[src/rtl/const_mon_pkg.sv]
`default_nettype none
// +--------------------------------------------------------------------------+
// | const_mon_pkg                                                            |
// | Shared types and constants for the constant tie-off level monitor.      |
// | Rev 1.0                                                                  |
// +--------------------------------------------------------------------------+
package const_mon_pkg;

  typedef enum logic [1:0] {
    IDLE   = 2'd0,
    SETTLE = 2'd1,
    ARMED  = 2'd2,
    FAULT  = 2'd3
  } state_e;

  localparam int FC_ONE_LOW   = 0;
  localparam int FC_ZERO_HIGH = 1;
  localparam int SETTLE_LEN   = 2;

endpackage
`default_nettype wire

[src/rtl/const_mon_sync2.sv]
`default_nettype none
// +--------------------------------------------------------------------------+
// | const_mon_sync2                                                          |
// | Two-flop synchronizer whose reset value matches the expected level.     |
// | Rev 1.0                                                                  |
// +--------------------------------------------------------------------------+
module const_mon_sync2 #(
  parameter logic RESET_VAL = 1'b0
) (
  input  logic clk,
  input  logic rst,
  input  logic i_d,
  output logic o_q
);

  logic r_meta;
  logic r_sync;

  always_ff @(posedge clk or posedge rst) begin
    if (rst) begin
      r_meta <= RESET_VAL;
      r_sync <= RESET_VAL;
    end else begin
      r_meta <= i_d;
      r_sync <= r_meta;
    end
  end

  assign o_q = r_sync;

endmodule
`default_nettype wire

[src/rtl/const_level_monitor.sv]
`default_nettype none
// +--------------------------------------------------------------------------+
// | const_level_monitor                                                      |
// | Debounced checker of the one/zero tie nets with sticky fault and clear. |
// | Rev 1.0                                                                  |
// +--------------------------------------------------------------------------+
module const_level_monitor
  import const_mon_pkg::*;
#(
  parameter int DEBOUNCE = 4,
  parameter int CNT_W    = 8
) (
  input  logic             wb_clk_i,
  input  logic             wb_rst_i,
  input  logic             one_i,
  input  logic             zero_i,
  input  logic             enable,
  input  logic             clr_req,
  output logic             clr_ack,
  output logic             armed,
  output logic             fault,
  output logic [1:0]       fault_code,
  output logic [CNT_W-1:0] err_count
);

  localparam logic [7:0] c_debounce    = 8'(DEBOUNCE);
  localparam logic [1:0] c_settle_last = 2'(SETTLE_LEN - 1);

  logic             w_one_s;
  logic             w_zero_s;
  logic [1:0]       w_mis;
  logic             w_clr_evt;

  state_e           r_state, w_state_nxt;
  logic [7:0]       r_db_cnt, w_db_nxt, w_db_inc;
  logic [1:0]       r_settle, w_settle_nxt;
  logic             r_fault, w_fault_nxt;
  logic [1:0]       r_code, w_code_nxt;
  logic [CNT_W-1:0] r_err_cnt, w_err_nxt, w_err_inc;
  logic             r_clr_ack;

  const_mon_sync2 #(.RESET_VAL(1'b1)) u_sync_one (
    .clk (wb_clk_i),
    .rst (wb_rst_i),
    .i_d (one_i),
    .o_q (w_one_s)
  );

  const_mon_sync2 #(.RESET_VAL(1'b0)) u_sync_zero (
    .clk (wb_clk_i),
    .rst (wb_rst_i),
    .i_d (zero_i),
    .o_q (w_zero_s)
  );

  always_comb begin
    w_mis               = '0;
    w_mis[FC_ONE_LOW]   = ~w_one_s;
    w_mis[FC_ZERO_HIGH] = w_zero_s;
  end

  assign w_clr_evt = clr_req & ~r_clr_ack;
  assign w_db_inc  = r_db_cnt + 8'd1;
  assign w_err_inc = (&r_err_cnt) ? r_err_cnt : r_err_cnt + CNT_W'(1);

  always_comb begin
    w_state_nxt  = r_state;
    w_db_nxt     = r_db_cnt;
    w_settle_nxt = r_settle;
    w_fault_nxt  = r_fault;
    w_code_nxt   = r_code;
    w_err_nxt    = r_err_cnt;

    if (!enable) begin
      w_state_nxt = IDLE;
      w_db_nxt    = '0;
    end else begin
      case (r_state)
        IDLE: begin
          w_state_nxt  = SETTLE;
          w_settle_nxt = '0;
        end
        SETTLE: begin
          if (r_settle == c_settle_last) w_state_nxt = ARMED;
          else                           w_settle_nxt = r_settle + 2'd1;
        end
        ARMED: begin
          if (w_mis != 2'b00) begin
            if (w_db_inc == c_debounce) begin
              w_state_nxt = FAULT;
              w_db_nxt    = '0;
              w_fault_nxt = 1'b1;
              w_code_nxt  = r_code | w_mis;
              w_err_nxt   = w_err_inc;
            end else begin
              w_db_nxt = w_db_inc;
            end
          end else begin
            w_db_nxt = '0;
          end
        end
        FAULT:   w_code_nxt = r_code | w_mis;
        default: w_state_nxt = IDLE;
      endcase
    end

    // A clear beats a debounce completing on the same edge.
    if (w_clr_evt) begin
      w_fault_nxt = 1'b0;
      w_code_nxt  = '0;
      w_err_nxt   = '0;
      w_db_nxt    = '0;
      if (enable && (r_state == ARMED || r_state == FAULT)) w_state_nxt = ARMED;
    end
  end

  always_ff @(posedge wb_clk_i or posedge wb_rst_i) begin
    if (wb_rst_i) begin
      r_state   <= IDLE;
      r_db_cnt  <= '0;
      r_settle  <= '0;
      r_fault   <= 1'b0;
      r_code    <= '0;
      r_err_cnt <= '0;
      r_clr_ack <= 1'b0;
    end else begin
      r_state   <= w_state_nxt;
      r_db_cnt  <= w_db_nxt;
      r_settle  <= w_settle_nxt;
      r_fault   <= w_fault_nxt;
      r_code    <= w_code_nxt;
      r_err_cnt <= w_err_nxt;
      r_clr_ack <= clr_req;
    end
  end

  assign clr_ack    = r_clr_ack;
  assign armed      = (r_state == ARMED);
  assign fault      = r_fault;
  assign fault_code = r_code;
  assign err_count  = r_err_cnt;

endmodule
`default_nettype wire

[config.mk]
export PLATFORM = sky130hd
export DESIGN_NAME = const_level_monitor
export DESIGN_NICKNAME = d
export VERILOG_FILES = /design/src/rtl/const_mon_pkg.sv /design/src/rtl/const_mon_sync2.sv /design/src/rtl/const_level_monitor.sv
export SDC_FILE = /design/constraint.sdc
export NUM_CORES = 1
export LEC_CHECK = 0
export ABC_AREA = 0
export BUFFER_PORTS_ARGS = -buffer_cell sky130_fd_sc_hd__clkbuf_2
export CAP_MARGIN = 20
export CORE_MARGIN = 2
export CORE_UTILIZATION = 55
export CTS_CLUSTER_DIAMETER = 60
export DETAILED_ROUTE_END_ITERATION = 12
export GPL_TIMING_DRIVEN = 0
export HOLD_SLACK_MARGIN = 0.1
export PLACE_DENSITY = 0.84
export SLEW_MARGIN = 20
export SYNTH_ARGS = -nofsm -noshare
export SYNTH_HDL_FRONTEND = slang
export SYNTH_SLANG_ARGS = --single-unit
[constraint.sdc]
create_clock -name wb_clk_i -period 2.4 [get_ports wb_clk_i]
set_clock_uncertainty 0.2 [all_clocks]
set_input_delay 0.24 -clock wb_clk_i [delete_from_list [all_inputs] [get_ports wb_clk_i]]
set_output_delay 0.24 -clock wb_clk_i [all_outputs]
set_load 0.05 [all_outputs]
==> results of run 1 <==
metrics by stage:
step	worst slack, ps	hold slack (ps)	cell area (µm²)	total power [mW]
global route	84.6	176	1570	0.982
floorplan	289	44.5	1360	0.662
finish	153	168	1570	0.929
detailed placement	215	134	1480	0.708
CTS	180	172	1570	0.942
global placement	243	130	1480	0.695
final timing paths:
kind                       cells past startpoint                     endpoint                         start
max                                            5     err_count[1]$_DFFE_PP0P_       r_db_cnt[6]$_DFFE_PP0P_
min                                            0    u_sync_zero.o_q$_DFF_PP0_  u_sync_zero.r_meta$_DFF_PP0_
max reg2reg                                    5     err_count[1]$_DFFE_PP0P_       r_db_cnt[6]$_DFFE_PP0P_
min reg2reg                                    0    u_sync_zero.o_q$_DFF_PP0_  u_sync_zero.r_meta$_DFF_PP0_
max in group asynchronous                      3  u_sync_one.r_meta$_DFF_PP1_                      wb_rst_i
min in group asynchronous                      3      r_db_cnt[2]$_DFFE_PP0P_                      wb_rst_i
synth_stat cells, drive strengths merged, types with 3 or more instances:
master and instances:
dfrtp 26, o21ai 18, nand2 11, nor2 11
a21oi 7, and3 7, nand3 7, nand2b 6
inv 5, nor2b 5, nor3 4, ha 3
or3 3
state kept, by name, indices dropped and copies added (netlist names):
name,flops
fault,1
fault_code,2
r_db_cnt,8
err_count,8
u_sync_one.o_q,1
u_sync_zero.r_meta,1
u_sync_zero.o_q,1
r_state,2
clr_ack,1
u_sync_one.r_meta,1
r_settle,2
layer usage:
layer	GRT usage	vias to the layer above	wire [µm]
met3	0.0583	2	74
met2	0.358	13	1260
li1	-	540	-
met1	0.282	518	1200
met5	0	-	0
met4	0.0726	0	17
power by group through the flow:
stage          Sequential (mW)  Combinational, mW  Clock [mW]
2_1_floorplan            0.561              0.101           0
5_1_grt                  0.537              0.192       0.254
4_1_cts                  0.533              0.172       0.237
6_report                 0.533              0.171       0.226
3_3_place_gp             0.539              0.155           0
3_5_place_dp             0.542              0.166           0
logic make-up after synthesis:
group                    share of synthesized area
multiplexers                               0.00739
flip-flops                                   0.519
buffers and inverters                       0.0194
XOR/XNOR                                    0.0194
adder cells (fa/ha/maj)                     0.0277
AO/OA/AOI/OAI                                0.139
AND/OR/NAND/NOR                              0.269
worst max-delay path, cell delays in order, from the launching register on:
cell and delay [ps]:
dfrtp_1 450, or4_4 530, or3_4 400, nor3_4 250
mux2i_1 230, nor2_1 60
area by class of cell:
type	instances	area [µm²]
sequential	28	703
clock buffer	4	36.3
buffer	2	7.51
timing repair buffer	23	140
multi-input combinational	102	628
tap	28	35.0
inverter	5	18.8
fill	171	707
==> results.py, run 1 <==
metrics = {
    "status": {
        "status": "finished clean",
    },
    "global_route": {
        "track_usage": 0.219,
        "grt_max_degree": 29,
        "antenna_found_initial": 0,
        "grt_pass1_wl_mm": 4.47,
        "grt_pass1_vias": 1034,
        "grt_overflow": 0,
    },
    "routing": {
        "drcViolationCount": 0,
        "via_count": 1073,
        "vias_per_cell": 5.59,
        "routedWlPerCell_um": 13.3,
        "dr.pass1.iters": 4,
        "detail_route.iter0.violations": 20,
        "ant_nets": 0,
        "routed_wl_mm": 2.56,
    },
    "logic_synthesis": {
        "syn_avg_cell_area_um2": 9.89,
        "yosys.cell_types.count": 38,
        "async_reset_ff_frac": 1.00,
        "yosysWarnings": 0,
        "yosys_register_bits": 28,
        "yosys.area.top_type": "dfrtp_1",
        "synth_edf_count": 0,
        "yosysSeqAreaShare": 0.519,
        "synth_area_leaders": "dfrtp_1 (48%), o21ai_0 (5.9%), dfstp_2 (3.9%)",
        "syn_area_um2": 1360,
        "ys.flop_type": "dfrtp_1",
        "yosysTopAreaCellShare": 0.480,
        "postSynthCellCount": 137,
        "syn_nets": 146,
    },
    "timing": {
        "fin_crit_sh": 0.936,
        "min_period_ps": 2250,
        "finalSetupViolCount": 0,
        "report.final.slew_viol_count": 0,
        "max_freq_mhz": 445,
        "setup_tns_ps": 0,
        "finalHoldViolCount": 0,
        "tightest_slew_ps": 554,
        "max_slew_margin": 0.630,
        "rsz0062_at_grt": "no",
    },
    "worst_setup_path": {
        "startpoint_type": "flip-flop",
        "worstSetupEndpointType": "flip-flop",
        "crit_arrival_ps": 2260,
        "reg2reg_setup_slack_ps": 150,
        "crit_type": "flip-flop to flip-flop",
        "crit_required_ps": 2410,
        "path_max_fanout": 5,
    },
    "min_path": {
        "min_path_type": "flip-flop to flip-flop",
    },
    "clock_network": {
        "ctsResizeCount": 0,
        "clock_latency_ps": 330,
        "cts_sinks": 28,
        "cts_tree": "built",
        "post_cts_buffers": 0,
        "clockBufferDepth": 2,
        "cts_hold_buf": 5,
        "ctsRootBufferMaster": "clkbuf_4",
        "h-tree-depth": 1,
        "clk_pin_slew_ps": 140,
        "cts_buffers": 3,
    },
    "pwr": {
        "pwr-share-seq": 0.573,
        "switching_share": 0.297,
        "netSwitchingPower_mw": 0.276,
        "ir_worst_vdd_uv": 580,
        "leakage_nw": 0.729,
        "power.share.clock": 0.244,
        "power_frac_comb": 0.183,
        "p_int_mw": 0.654,
        "power_density_nw_per_um2": 592,
    },
    "final_layout": {
        "final_cells": 192,
        "utilization": 0.689,
        "antenna_cells": 0,
        "drive_gt1_frac": 0.207,
        "mostFrequentLayoutCells": "dfrtp_1 (26), clkbuf_2 (18), o21ai_0 (16)",
        "syn_to_final_growth_pct": 15.8,
        "finalNetCount": 174,
        "layout_commonest_cell": "dfrtp_1",
    },
    "die": {
        "die_y_um": 53.6,
        "ioPinCount": 19,
        "coreArea_um2": 2280,
        "die_w_um": 53.6,
        "dieArea_um2": 2880,
        "start_util": 0.595,
        "rows": 17,
    },
    "placement": {
        "place_congestion": 0.811,
        "dp_hpwl_mm": 1.90,
        "dp.cells": 183,
        "port_buffers": 18,
    },
    "run": {
        "drv_cap": 0,
    },
}
Power figures use the tool's default switching activity.
==> inputs of run 2 (changes only) <==
CORE_ASPECT_RATIO = 0.7   (was default)
==> results.py, run 2 (synthesis gave the netlist of run 1 again) <==
metrics = {
    "final_layout": {
        "layout_commonest_cell": "dfrtp_1",
        "antenna_cells": 0,
        "mostFrequentLayoutCells": "dfrtp_1 (26), clkbuf_2 (18), o21ai_0 (16)",
        "syn_to_final_growth_pct": 17.5,
        "finalNetCount": 174,
        "drive_gt1_frac": 0.207,
    },
    "pwr": {
        "leakage_nw": 0.736,
        "power_density_nw_per_um2": 633,
        "ir_worst_vdd_uv": 425,
    },
    "routing": {
        "via_count": 1088,
        "ant_nets": 0,
        "routed_wl_mm": 2.70,
        "dr.pass1.iters": 4,
        "vias_per_cell": 5.49,
        "routedWlPerCell_um": 13.6,
        "drcViolationCount": 0,
        "detail_route.iter0.violations": 53,
    },
    "placement": {
        "place_congestion": 0.845,
        "dp_hpwl_mm": 2.00,
        "port_buffers": 18,
    },
    "clock_network": {
        "clockBufferDepth": 2,
        "clock_latency_ps": 330,
        "ctsRootBufferMaster": "clkbuf_4",
        "cts_tree": "built",
        "h-tree-depth": 1,
        "clk_pin_slew_ps": 150,
        "cts_buffers": 3,
        "cts_sinks": 28,
        "ctsResizeCount": 0,
    },
    "worst_setup_path": {
        "reg2reg_setup_slack_ps": 150,
        "worstSetupEndpointType": "flip-flop",
        "crit_type": "flip-flop to flip-flop",
        "max_stage_delay_ps": 540,
        "path_max_fanout": 6,
        "crit_required_ps": 2460,
        "crit_arrival_ps": 2310,
        "path_buf_inv": 0,
        "cpLargestDelayFamily": "simple AND/OR/NAND/NOR gates",
        "crit_chain": "or4_4 -> nor3_2 -> nand3_2 -> or3b_1 -> a21oi_1",
        "slowest_stage": "or4_4",
        "r2r-end": "err_count[7]$_DFFE_PP0P_",
        "startpoint_type": "flip-flop",
        "r2r.worst_path.cells": 5,
        "timing.rr.start": "r_db_cnt[6]$_DFFE_PP0P_",
    },
    "global_route": {
        "grt_max_degree": 29,
        "grt_pass1_wl_mm": 4.59,
        "track_usage": 0.210,
        "grt_pass1_vias": 1033,
        "grt_overflow": 0,
        "antenna_found_initial": 0,
    },
    "die": {
        "coreArea_um2": 2400,
        "die_w_um": 63.3,
        "rows": 15,
        "die_y_um": 45.5,
        "dieArea_um2": 2880,
        "ioPinCount": 19,
        "start_util": 0.564,
    },
    "timing": {
        "setup_tns_ps": 0,
        "min_period_ps": 2250,
        "max_slew_margin": 0.620,
        "finalSetupViolCount": 0,
        "fin_crit_sh": 0.936,
        "max_freq_mhz": 445,
        "tightest_slew_ps": 569,
        "whs_ps": 168,
        "rsz0062_at_grt": "no",
        "finalHoldViolCount": 0,
        "report.final.slew_viol_count": 0,
    },
    "run": {
        "drv_cap": 0,
    },
    "status": {
        "status": "finished clean",
    },
    "min_path": {
        "min_path_type": "flip-flop to flip-flop",
        "holdPathStages": 0,
        "hold_end": "u_sync_one.o_q$_DFF_PP1_",
        "min_from": "u_sync_one.r_meta$_DFF_PP1_",
    },
}
run 2: cell count changes in the layout (fill, tap and decap cells not counted):
cell,before,now
bufinv_16,0,1
clkbuf_8,1,0
run 2: per-layer routing:
layer	track usage	vias up	share of wire
li1	-	540	-
met1	0.268	519	0.46
met2	0.366	23	0.48
met3	0.0520	6	0.046
met4	0.0565	0	0.014
met5	0	-	0
run 2: repair_timing:
item,4_1_cts,5_1_grt
setup buffers,0,0
hold endpoints to repair,31,0
hold buffers,5,0
run 2: worst max path at each step:
stage | depth (start not counted) | slack (ps) | end | from
2_1_floorplan | 5 | 290 | err_count[7]$_DFFE_PP0P_ | r_state[0]$_DFF_PP0_
3_3_place_gp | 5 | 250 | err_count[1]$_DFFE_PP0P_ | r_db_cnt[6]$_DFFE_PP0P_
3_5_place_dp | 5 | 220 | err_count[1]$_DFFE_PP0P_ | r_db_cnt[6]$_DFFE_PP0P_
4_1_cts | 5 | 160 | err_count[7]$_DFFE_PP0P_ | r_db_cnt[6]$_DFFE_PP0P_
5_1_grt | 5 | 40 | err_count[7]$_DFFE_PP0P_ | r_db_cnt[6]$_DFFE_PP0P_
6_report | 5 | 150 | err_count[7]$_DFFE_PP0P_ | r_db_cnt[6]$_DFFE_PP0P_
run 2: power by group:
group / internal, mW / switching [mW]
Sequential: 0.505 / 0.0278
Combinational: 0.0561 / 0.113
Clock: 0.169 / 0.136
Total: 0.730 / 0.278
run 2: metrics by stage:
| step | instances | utilization | total power, mW | instance area (µm²) | setup slack, ps |
|---|---|---|---|---|---|
| global route | 198 | 0.663 | 1.06 | 1590 | 43.7 |
| CTS | 198 | 0.663 | 1.02 | 1590 | 161 |
| finish | 198 | 0.663 | 1.01 | 1590 | 154 |
| detailed placement | 189 | 0.620 | 0.705 | 1490 | 223 |
| floorplan | 137 | - | 0.662 | 1360 | 289 |
| global placement | 189 | 0.620 | 0.695 | 1490 | 249 |
run 2: final cells by class:
cell class / instances / area (µm²)
clock inverter: 1 / 30.0
buffer: 2 / 7.51
clock buffer: 3 / 22.5
sequential: 28 / 703
inverter: 5 / 18.8
tap: 34 / 42.5
multi-input combinational: 102 / 628
timing repair buffer: 23 / 140
fill: 223 / 810
==> inputs of run 3 (changes only) <==
CORE_UTILIZATION = 40   (was 55)
PLACE_DENSITY = 0.66   (was 0.84)
==> results.py, run 3 (synthesis gave the netlist of run 1 again) <==
metrics = {
    "die": {
        "die_w_um": 73.6,
        "rows": 17,
        "start_util": 0.425,
        "ioPinCount": 19,
        "coreArea_um2": 3190,
        "die_y_um": 52.7,
        "dieArea_um2": 3880,
    },
    "worst_setup_path": {
        "crit_chain": "or4_4 -> or3_4 -> nor3_4 -> mux2i_1 -> nor2_1",
        "path_max_fanout": 5,
        "cpLargestDelayFamily": "simple AND/OR/NAND/NOR gates",
        "crit_type": "flip-flop to flip-flop",
        "max_stage_delay_ps": 530,
        "slowest_stage": "or4_4",
        "crit_start": "r_db_cnt[6]$_DFFE_PP0P_",
        "timing.rr.start": "r_db_cnt[6]$_DFFE_PP0P_",
        "crit_required_ps": 2350,
        "r2r.worst_path.cells": 5,
        "crit_arrival_ps": 2180,
        "path_buf_inv": 0,
        "worstSetupEndpointType": "flip-flop",
        "reg2reg_setup_slack_ps": 170,
        "startpoint_type": "flip-flop",
        "r2r-end": "err_count[1]$_DFFE_PP0P_",
    },
    "timing": {
        "max_slew_margin": 0.625,
        "report.final.slew_viol_count": 0,
        "max_freq_mhz": 449,
        "setup_tns_ps": 0,
        "tightest_slew_ps": 562,
        "finalSetupViolCount": 0,
        "min_period_ps": 2230,
        "setup_slack_ps": 173,
        "rsz0062_at_grt": "no",
        "finalHoldViolCount": 0,
        "fin_crit_sh": 0.928,
    },
    "clock_network": {
        "clock_latency_ps": 280,
        "h-tree-depth": 1,
        "cts_tree": "built",
        "ctsResizeCount": 0,
        "clk_pin_slew_ps": 90,
        "cts_buffers": 3,
        "ctsRootBufferMaster": "clkbuf_8",
        "clockBufferDepth": 2,
        "cts_sinks": 28,
    },
    "min_path": {
        "min_path_type": "flip-flop to flip-flop",
        "holdPathStages": 0,
        "min_from": "u_sync_zero.r_meta$_DFF_PP0_",
        "hold_end": "u_sync_zero.o_q$_DFF_PP0_",
    },
    "pwr": {
        "power_density_nw_per_um2": 665,
        "ir_worst_vdd_uv": 263,
        "total_power_mw": 1.08,
        "leakage_nw": 0.744,
    },
    "routing": {
        "drcViolationCount": 0,
        "top_layer": "met4",
        "routed_wl_mm": 2.79,
        "ant_nets": 0,
        "via_count": 1094,
        "detail_route.iter0.violations": 51,
        "wl_met1_mm": 1.43,
        "wl_met3_um": 74,
        "vias_per_cell": 5.42,
        "dr.pass1.iters": 4,
        "routedWlPerCell_um": 13.8,
        "wl_met2_mm": 1.25,
    },
    "final_layout": {
        "drive_gt1_frac": 0.207,
        "antenna_cells": 0,
        "finalNetCount": 174,
        "layout_commonest_cell": "dfrtp_1",
        "mostFrequentLayoutCells": "dfrtp_1 (26), clkbuf_2 (18), o21ai_0 (16)",
        "syn_to_final_growth_pct": 19.3,
    },
    "global_route": {
        "grt_overflow": 0,
        "antenna_found_initial": 0,
        "grt_pass1_wl_mm": 4.74,
        "grt_max_degree": 29,
        "grt_pass1_vias": 1002,
        "track_usage": 0.166,
    },
    "status": {
        "status": "finished clean",
    },
    "placement": {
        "dp_hpwl_mm": 2.03,
        "port_buffers": 18,
        "place_congestion": 0.796,
        "place_ws_ps": 181,
    },
    "run": {
        "drv_cap": 0,
    },
}
## run 3: cell type report
cell class,instances,area [µm²]
sequential,28,703
clock inverter,1,30.0
tap,38,47.5
timing repair buffer,23,140
fill,309,1570
buffer,2,7.51
multi-input combinational,102,628
clock buffer,3,41.3
inverter,5,18.8
## run 3: how the worst max path moves through the flow
stage                                          end  slack (ps)  cells after the start
after global placement    err_count[1]$_DFFE_PP0P_         230                      5
final                     err_count[1]$_DFFE_PP0P_         170                      5
after detailed placement  err_count[1]$_DFFE_PP0P_         180                      5
after CTS                 err_count[1]$_DFFE_PP0P_         170                      5
after floorplan           err_count[7]$_DFFE_PP0P_         290                      5
after global routing      err_count[1]$_DFFE_PP0P_         100                      5
## run 3: timing repair
| action | 4_1_cts | 5_1_grt |
|---|---|---|
| buffers inserted | 0 | 0 |
| hold endpoints to repair | 30 | 0 |
| hold buffers | 5 | 0 |
## run 3: power breakdown
group / leakage [nW] / switching [mW] / internal, mW / total (mW)
sequential: 0.373 / 0.0297 / 0.505 / 0.534
combinational: 0.335 / 0.116 / 0.0567 / 0.173
clock: 0.0357 / 0.145 / 0.223 / 0.368
## run 3: layer usage
layer / global-route usage / up-vias
met3: 0.0462 / 4
met1: 0.225 / 534
met5: 0 / -
li1: - / 540
met4: 0.0636 / 0
met2: 0.253 / 16
## run 3: stage by stage
step / cell area, µm² / hold slack, ps / util / instances
final: 1620 / 157 / 0.507 / 202
after global routing: 1620 / 165 / 0.507 / 202
after CTS: 1620 / 162 / 0.507 / 202
after detailed placement: 1500 / 132 / 0.469 / 193
after global placement: 1500 / 132 / 0.469 / 193
after floorplan: 1360 / 44.5 / - / 137
